<file path="src/rtl/alu_seq.sv">
// alu_seq: multi-cycle ALU, one operation per valid/ready transaction.
// Latency: single-step, illegal and zero-shift ops finish 0 cycles after accept; shifts take shamt cycles; MULU takes WIDTH cycles.
// Backpressure: the result and flags are held in DONE until outReady, and no new accept happens until then.
//
// Ports: clk/reset (async active-high); A, B, opcode, inputCarry, inValid/inReady request side;
//        out plus negative/zero/carry/overflow/error flags, outValid/outReady result side.
// Optional feature: define ALU_SEQ_MUL_EN to compile in the shift-add multiplier (opcode 001111).
module alu_seq #(
  parameter int WIDTH = 32,
  parameter int SHW   = $clog2(WIDTH)
) (
  input  logic             clk,
  input  logic             reset,
  input  logic [WIDTH-1:0] A,
  input  logic [WIDTH-1:0] B,
  input  logic [5:0]       opcode,
  input  logic             inputCarry,
  input  logic             inValid,
  output logic             inReady,
  output logic [WIDTH-1:0] out,
  output logic             negativeFlag,
  output logic             zeroFlag,
  output logic             carryFlag,
  output logic             overflowFlag,
  output logic             errorFlag,
  output logic             outValid,
  input  logic             outReady
);

  localparam int CW  = $clog2(WIDTH) + 1;  // must hold WIDTH for the multiply step count
  localparam int MSB = WIDTH - 1;

  localparam logic [5:0] OP_ADD  = 6'b000000;
  localparam logic [5:0] OP_ADDU = 6'b000101;
  localparam logic [5:0] OP_ADDC = 6'b010000;
  localparam logic [5:0] OP_SUB  = 6'b000001;
  localparam logic [5:0] OP_SUBU = 6'b001101;
  localparam logic [5:0] OP_AND  = 6'b000010;
  localparam logic [5:0] OP_OR   = 6'b000011;
  localparam logic [5:0] OP_XOR  = 6'b000100;
  localparam logic [5:0] OP_NOR  = 6'b001001;
  localparam logic [5:0] OP_SLL  = 6'b000110;
  localparam logic [5:0] OP_SRL  = 6'b000111;
  localparam logic [5:0] OP_SRA  = 6'b001110;
`ifdef ALU_SEQ_MUL_EN
  localparam logic [5:0] OP_MULU = 6'b001111;
`endif

  typedef enum logic [1:0] {
    IDLE  = 2'd0,
    SHIFT = 2'd1,
    DONE  = 2'd2
`ifdef ALU_SEQ_MUL_EN
    , MUL = 2'd3
`endif
  } state_t;

  state_t state, state_d;

  logic             accept;
  logic [SHW-1:0]   shamt;
  logic             is_shift;
  logic [WIDTH:0]   sum_w, sumc_w, diff_w;
  logic [WIDTH-1:0] ss_res;
  logic             ss_c, ss_v, ss_err;

  logic [WIDTH-1:0] sh, sh_next;
  logic [1:0]       sh_kind;   // 0 SLL, 1 SRL, 2 SRA
  logic [CW-1:0]    cnt;

  logic             load;
  logic [WIDTH-1:0] res_d;
  logic             c_d, v_d, e_d;

`ifdef ALU_SEQ_MUL_EN
  logic [2*WIDTH-1:0] mcand, acc, acc_next;
  logic [WIDTH-1:0]   mplier;
  assign acc_next = acc + (mplier[0] ? mcand : '0);
`endif

  assign inReady  = (state == IDLE) && !reset;
  assign outValid = (state == DONE);
  assign accept   = inValid && inReady;
  assign shamt    = B[SHW-1:0];
  assign is_shift = (opcode == OP_SLL) || (opcode == OP_SRL) || (opcode == OP_SRA);

  // Zero-extended WIDTH+1 arithmetic: the top bit is carry-out for sums and borrow (A<B) for the difference.
  assign sum_w  = {1'b0, A} + {1'b0, B};
  assign sumc_w = sum_w + {{WIDTH{1'b0}}, inputCarry};
  assign diff_w = {1'b0, A} - {1'b0, B};

  always_comb begin
    ss_res = '0;
    ss_c   = 1'b0;
    ss_v   = 1'b0;
    ss_err = 1'b0;
    case (opcode)
      OP_ADD: begin
        ss_res = sum_w[WIDTH-1:0];
        ss_c   = sum_w[WIDTH];
        ss_v   = (A[MSB] == B[MSB]) && (sum_w[MSB] != A[MSB]);
      end
      OP_ADDU: begin
        ss_res = sum_w[WIDTH-1:0];
        ss_c   = sum_w[WIDTH];
      end
      OP_ADDC: begin
        ss_res = sumc_w[WIDTH-1:0];
        ss_c   = sumc_w[WIDTH];
        ss_v   = (A[MSB] == B[MSB]) && (sumc_w[MSB] != A[MSB]);
      end
      OP_SUB: begin
        ss_res = diff_w[WIDTH-1:0];
        ss_c   = diff_w[WIDTH];
        ss_v   = (A[MSB] != B[MSB]) && (diff_w[MSB] != A[MSB]);
      end
      OP_SUBU: begin
        ss_res = diff_w[WIDTH-1:0];
        ss_c   = diff_w[WIDTH];
      end
      OP_AND: ss_res = A & B;
      OP_OR:  ss_res = A | B;
      OP_XOR: ss_res = A ^ B;
      OP_NOR: ss_res = ~(A | B);
      // Shifts only complete straight from IDLE when shamt is zero, so the result is A.
      OP_SLL, OP_SRL, OP_SRA: ss_res = A;
`ifdef ALU_SEQ_MUL_EN
      OP_MULU: ss_res = '0;
`endif
      default: ss_err = 1'b1;
    endcase
  end

  always_comb begin
    sh_next = '0;
    case (sh_kind)
      2'd0:    sh_next = sh << 1;
      2'd1:    sh_next = sh >> 1;
      default: sh_next = {sh[MSB], sh[WIDTH-1:1]};
    endcase
  end

  always_ff @(posedge clk or posedge reset) begin
    if (reset) state <= IDLE;
    else       state <= state_d;
  end

  // The step that brings cnt from 1 to 0 is the last one, so its result goes straight into out.
  always_comb begin
    state_d = state;
    load    = 1'b0;
    res_d   = ss_res;
    c_d     = ss_c;
    v_d     = ss_v;
    e_d     = ss_err;
    case (state)
      IDLE: begin
        if (accept) begin
          if (is_shift && (shamt != '0)) state_d = SHIFT;
`ifdef ALU_SEQ_MUL_EN
          else if (opcode == OP_MULU) state_d = MUL;
`endif
          else begin
            state_d = DONE;
            load    = 1'b1;
          end
        end
      end
      SHIFT: begin
        if (cnt == CW'(1)) begin
          state_d = DONE;
          load    = 1'b1;
          res_d   = sh_next;
          c_d     = 1'b0;
          v_d     = 1'b0;
          e_d     = 1'b0;
        end
      end
`ifdef ALU_SEQ_MUL_EN
      MUL: begin
        if (cnt == CW'(1)) begin
          state_d = DONE;
          load    = 1'b1;
          res_d   = acc_next[WIDTH-1:0];
          c_d     = |acc_next[2*WIDTH-1:WIDTH];
          v_d     = 1'b0;
          e_d     = 1'b0;
        end
      end
`endif
      DONE: begin
        if (outReady) state_d = IDLE;
      end
      default: state_d = IDLE;
    endcase
  end

  always_ff @(posedge clk or posedge reset) begin
    if (reset) begin
      out          <= '0;
      negativeFlag <= 1'b0;
      zeroFlag     <= 1'b0;
      carryFlag    <= 1'b0;
      overflowFlag <= 1'b0;
      errorFlag    <= 1'b0;
      sh           <= '0;
      sh_kind      <= 2'd0;
      cnt          <= '0;
`ifdef ALU_SEQ_MUL_EN
      mcand        <= '0;
      mplier       <= '0;
      acc          <= '0;
`endif
    end else begin
      if (accept) begin
        sh      <= A;
        cnt     <= CW'(shamt);
        sh_kind <= (opcode == OP_SLL) ? 2'd0 : (opcode == OP_SRL) ? 2'd1 : 2'd2;
`ifdef ALU_SEQ_MUL_EN
        if (opcode == OP_MULU) cnt <= CW'(WIDTH);
        mcand  <= {{WIDTH{1'b0}}, A};
        mplier <= B;
        acc    <= '0;
`endif
      end
      if (state == SHIFT) begin
        sh  <= sh_next;
        cnt <= cnt - CW'(1);
      end
`ifdef ALU_SEQ_MUL_EN
      if (state == MUL) begin
        mcand  <= mcand << 1;
        mplier <= mplier >> 1;
        acc    <= acc_next;
        cnt    <= cnt - CW'(1);
      end
`endif
      if (load) begin
        out          <= res_d;
        negativeFlag <= res_d[MSB];
        zeroFlag     <= (res_d == '0);
        carryFlag    <= c_d;
        overflowFlag <= v_d;
        errorFlag    <= e_d;
      end
    end
  end

endmodule

</file>
<file path="config.mk">
export PLATFORM = sky130hd
export DESIGN_NAME = alu_seq
export DESIGN_NICKNAME = d
export VERILOG_FILES = /design/src/rtl/alu_seq.sv
export SDC_FILE = /design/constraint.sdc
export NUM_CORES = 1
export LEC_CHECK = 0
export CORE_MARGIN = 4
export CORE_UTILIZATION = 45
export CTS_BUF_LIST = sky130_fd_sc_hd__clkbuf_8
export DETAILED_ROUTE_END_ITERATION = 16
export HOLD_SLACK_MARGIN = 0.02
export PLACE_DENSITY_LB_ADDON = 0.05
export SLEW_MARGIN = 20
export SYNTH_ARGS = -nofsm -noshare
export SYNTH_HDL_FRONTEND = slang
export SYNTH_SLANG_ARGS = --single-unit
</file>
<file path="constraint.sdc">
create_clock -name clk -period 4.6 [get_ports clk]
set_input_delay 0.46 -clock clk [delete_from_list [all_inputs] [get_ports clk]]
set_output_delay 0.46 -clock clk [all_outputs]
set_load 0.02 [all_outputs]
</file>
Word level (Yosys, flattened, before mapping)
Cells that the tools add are included.
{"block": "classes", "addsub": 4, "mul": 0, "n_div": 0, "magnitude_cmp": 0, "n_eq_ne": 23, "n_shift": 0, "n_mux": 28, "bitwise_logic": 4, "reduce_logical": 20}
{"cell": "32-bit case mux with 8 select lines", "n": 1}
{"cell": "32-bit two-way mux", "n": 4}
{"cell": "32-bit case mux with 2 select lines", "n": 1}
{"cell": "32-bit by 32-bit adder with 33-bit output", "n": 1}
{"cell": "33-bit by 1-bit adder with 33-bit output", "n": 1}
{"cell": "32-bit by 32-bit subtractor with 33-bit output", "n": 1}
{"cell": "32-bit AND", "n": 1}
{"cell": "32-bit logical NOT", "n": 1}
{"cell": "32-bit inverter", "n": 1}
{"cell": "32-bit OR", "n": 1}
{"cell": "32-bit bitwise XOR", "n": 1}
{"cell": "6-bit by 3-bit == test with 1-bit output, second input constant", "n": 4}
{"cell": "6-bit by 4-bit == test with 1-bit output, second input constant", "n": 3}
{"cell": "6-bit by 1-bit == test with 1-bit output, second input constant", "n": 2}
{"cell": "6-bit by 2-bit == test with 1-bit output, second input constant", "n": 2}
{"cell": "2-bit two-way mux", "n": 6}
{"cell": "6-bit two-way mux", "n": 2}
{"cell": "12-bit OR reduction", "n": 1}
{"cell": "1-bit two-way mux", "n": 10}
{"cell": "6-bit by 5-bit == test with 1-bit output, second input constant", "n": 1}
{"cell": "1-bit logical AND", "n": 6}
{"cell": "6-bit logical NOT", "n": 1}
{"cell": "1-bit case mux with 3 select lines", "n": 2}
{"cell": "2-bit case mux with 3 select lines", "n": 1}
{"cell": "16 further kinds", "n": 24}
{"block": "totals", "regBits": 79, "latchBits": 0, "ram_bits": 0, "romBits": 0, "out_inout_bits": 39, "mem_count": 0}

Longest topological paths before layout
{"block": "logic_depth", "word_depth": 7, "mapped_depth": 16, "depth_no_buf": 15}

Worst setup path after synthesis
OpenSTA, ideal clock, no wires.
{"block": "synth_path", "kind": "input -> register", "from": "in A[0]", "to": "reg zeroFlag", "t_arrival_ps": 3906, "setup_slack_ps": 571, "cell_stages": 15, "cell_sequence": "ha_1 > fa_1 > a211oi_4 > o211ai_1 > and3b_1 > a211oi_2 > and3_1 > nand4_1 > or4_1 > buf_2 > nor3_2 > o22ai_1 > a311o_1 > nand4_1 > o31ai_2"}
{"block": "synth_between", "elab_chain_cells": 6, "word_cells_on_any_way": 11, "cone_classes": "add/sub: 3; mux: 3; bitwise: 4; reduce/logical: 1"}
{"element": "start, declared", "line_no": "14", "rtl": "input logic [WIDTH-1:0] A,"}
{"element": "32-bit by 32-bit adder with 33-bit output / 32-bit OR (equally long branches)", "line_no": "88, 122, 124"}
{"element": "33-bit by 1-bit adder with 33-bit output / 32-bit inverter (equally long branches)", "line_no": "89, 124"}
{"element": "32-bit case mux with 8 select lines (*)", "line_no": "97", "rtl": "case (opcode)"}
{"element": "32-bit two-way mux", "line_no": "170", "rtl": "if (cnt == CW'(1)) begin"}
{"element": "32-bit two-way mux (*)", "line_no": "156", "rtl": "case (state)"}
{"element": "32-bit logical NOT (*)", "line_no": "241", "rtl": "zeroFlag <= (res_d == '0);"}
{"element": "end signal, assigned", "line_no": "241"}
{"element": "end, declared", "line_no": "22", "rtl": "output logic zeroFlag,"}
Every way passes the cells marked *; elsewhere a longest branch is shown, timed or not.
A chain may end at the register's enable or synchronous reset.

Worst setup path after layout
{"block": "layout_path", "from": "in A[3]", "to": "reg zeroFlag"}
Same word-level chain as after synthesis.

==> summary.txt <==
CP endpoint kind = flop
Sw Ratio = 44.14%
Post-synthesis mux area share = 3.656%
Synth Cell Area = 0.01109 mm2
Clk Latency, worst-skew pair = 370 ps
Worst hold path class = flop to flop
Crit path max-delay family = compound AO/OA/AOI/OAI gates
R2R Setup Slk = 460 ps
Hold-fix buffers, CTS = 0
WL final = 49,580 um
Row cnt = 57
Final Critical Period = 4460 ps
Leak = 6.810 nW
Bufs and invs on worst path = 4
Largest net degree at the start of global routing = 42
Fmax = 224.2 MHz
Detail Route Antenna Nets = 0
Hold Violations, Final = 0
Setup Skew = 20.76 ps
WHS = 472.8 ps
Critical Path Fanout Max = 4
Boundary Pins = 114
Compound-Gate Fraction of Synth Area = 31.39%
GRT Residual Overflow = 0
Fin. max-slew vios = 0
CTS tree = yes
Tightest slew margin relative to the limit = 26.19%
Post-route worst setup slack = 139.6 ps
Post-synth EDFFs = 0
Vert. Die Dim = 165.0 um
Fin crit share = 96.96%
Initial Utilization = 45.73%
Root Buffer = clkbuf_8
Top FF cell, synth = dfrtp_1
CP arrival = 4740 ps
Peak VDD IR = 0.1771 mV
Total GRT Usage = 35.55%
Critical Path Start Type = primary input
CTS H-tree lvls = 3
Vias in the first global route = 12,720
Status = finished clean
Layout cells sized above 1 = 23.24%
Max_cap viols = 0
Area of the core = 0.02425 mm2
CTS buffer count = 9
CP Class = primary input to flop
Power per cell area = 253.5 mW/mm2
Crit path largest cell delay = 580 ps
PortBufs = 113
First-pass iteration count of the detailed router = 5
Nets = 2,052
Most frequent cells in the layout = buf_4, nand2_1, nor2_1
Clock network fraction of total power = 14.1%
Via density = 6.215
Power consumption = 0.003864 W
Post-DP HPWL = 40,710 um
Most common cell after layout, fill and taps aside = buf_4
# fillers = 2,291
Syn_nets = 1,671
Mapped Cells = 1,494
Yosys Warn Count = 0
Largest family of logic cells by synthesized area = compound AO/OA/AOI/OAI gates
First-pass GRT wire length = 74,600 um
Clk sinks = 78
Clock-pin transition on the worst setup and hold timing paths = 90 ps
CTS max path bufs = 2
Library cells used by synthesis = 97
Critical path's slowest cell = or4b_1
Pre-CTS setup slack = -323.5 ps
Placer congestion estimate = 1.082
Post-synthesis async set-or-reset flop share = 100.0%
DR DRC count = 0
Via count = 13,700
Sequential share of power = 26.5%
DR WL/cell = 22.49 um
Crit path cell chain = clkdlybuf4s50_1 -> inv_1 -> ha_1 -> o211ai_1 -> o211ai_1 -> buf_4 -> nand3_1 -> a2111oi_4 -> buf_4 -> nor3_2 -> xnor2_1 -> or4b_1 -> o21a_1 -> o22ai_1 -> a311o_1 -> nand4_1 -> o31ai_2
RSZ-0062 raised after global routing = false
Die outline area = 0.02722 mm2
Synth Area in Adders = 11.64%
Sw power = 0.001706 W
Post-Synth Simple-Gate Area = 23.82%
Number of synthesized register bits = 78
Reg area = 0.001952 mm2
Die Wd = 165.0 um
Slew of the pin with the lowest slew margin = 1101 ps
Detailed Route Iter0 Violations = 1,710
Area grow syn2layout = 37.48%
Final setup violation count = 0
Layout Utilization = 62.87%
Area occupied by multi-input gates = 0.008538 mm2
Synthesized area per cell = 7.423 um2
Critical Path RT = 4870 ps
Proportion of power drawn by combinational gates = 59.4%
Cell Int Power = 0.002158 W
Register area share after synthesis = 17.60%
Initial antenna violation count = 1
XOR/XNOR Fraction of Synth Area = 4.728%
## metrics by stage
stage               TNS [ps]  cells  instance area, um2
global placement      -763.8   2184               14850
floorplan                  0   1494               11090
CTS                        0   2200               15050
detailed placement     -1280   2184               14850
global route               0   2205               15250
finish                     0   2205               15250
## worst reg2reg max path, cell delays in order, from the launching register on
cell      delay [ps]
dfrtp_1          390
inv_1            100
ha_1             150
or4b_1           500
nor3_2           850
nand2_1          150
o31ai_2          150
o211ai_1         160
or4_1            430
nor4_2           300
nand4_1          130
nor4_1           280
buf_4            160
nand4_1           80
o31ai_2          220
## Yosys cell counts, types with 6 or more instances
master     instances  area share [%]
o2111ai_1          7            0.55
nand4_1           23             1.3
ha_1             100              11
and3_1             7            0.39
o22ai_1            6            0.34
xnor2_1           42             3.3
nor2b_1            9            0.51
a221oi_1          30             2.4
a2111oi_0         11            0.87
o221ai_1          37             2.9
dfrtp_1           78              18
nand3b_1           6            0.41
o21ai_0           84             3.8
or3_1             11            0.62
a311oi_1           6            0.47
nor4_1            13            0.73
a211oi_1          13            0.88
buf_2             10            0.45
xor2_1            16             1.3
and4_1            11            0.87
mux2i_1           36             3.2
a21o_1            16             1.1
nor2_1           141             4.8
clkbuf_1          72             2.4
a21oi_1           91             4.1
o21bai_1           7            0.47
a221o_1           12             1.1
a31oi_1           13            0.73
inv_1            100             3.4
o21a_1            17             1.2
nand2b_1          13            0.73
nor3_1            44             2.0
o211ai_1          34             2.3
and2_1            11            0.62
a22oi_1            9            0.61
or4_1              9            0.61
nand3_1           42             1.9
o31ai_1            7            0.47
a222oi_1          14             1.3
nand2_1          173             5.9
## registers in the layout, summed over array words and instances (netlist names)
| signal | flops |
|---|---|
| out | 32 |
| sh | 32 |
| cnt | 6 |
| sh_kind | 2 |
| state | 2 |
| carryFlag | 1 |
| errorFlag | 1 |
| overflowFlag | 1 |
| zeroFlag | 1 |
## timing repair
action,4_1_cts,5_1_grt
resized for setup,0,38
endpoints found under the setup margin,0,6
setup buffers,0,4
## layout make-up
type,count,area share (%)
repair buffers,464,24.72
inverters,101,2.495
clock inverters,7,0.4924
diodes,1,0.01641
well taps,324,2.659
flip-flops and latches,78,12.80
clock buffers,9,0.8125
multi-input cells,1221,56.00
## power by group through the flow
stage / clock network, W / registers (W) / logic, W
global placement: 0 / 0.00103 / 0.00219
detailed placement: 0 / 0.00103 / 0.00222
global route: 0.000581 / 0.00105 / 0.00246
floorplan: 0 / 0.00108 / 0.00115
CTS: 0.000546 / 0.00102 / 0.00223
finish: 0.000543 / 0.00103 / 0.00230
## per-layer routing
metal  global-route usage, %  share of wire (%)  up-vias
met1                   50.64                 43     6509
met4                   13.23                3.8        0
met2                   54.40                 43      744
li1                        -                  -     6342
met3                   5.116                9.4      109
met5                       0                  0        -
## final timing paths
| check | endpoint | from | depth (start not counted) |
|---|---|---|---|
| setup / recovery | zeroFlag | A[3] | 17 |
| hold / removal | out[23] | out[23] | 2 |
| setup reg to reg | zeroFlag | cnt[1] | 14 |
| hold reg to reg | out[23] | out[23] | 2 |
| max in group asynchronous | out[24] | reset | 3 |
| min in group asynchronous | state[1] | reset | 2 |
## cells by family (layout without fill, tap and decap cells)
kind of cell / count (synthesis) / in the layout
and+or+nand+nor: 544 / 544
AOI/OAI and AO/OA: 476 / 476
buffers and inverters: 195 / 581
adders and majority gates: 102 / 102
DFF: 78 / 78
xor gates and xnor gates: 59 / 59
muxes: 40 / 40
other: 0 / 1
Power figures use the tool's default switching activity.
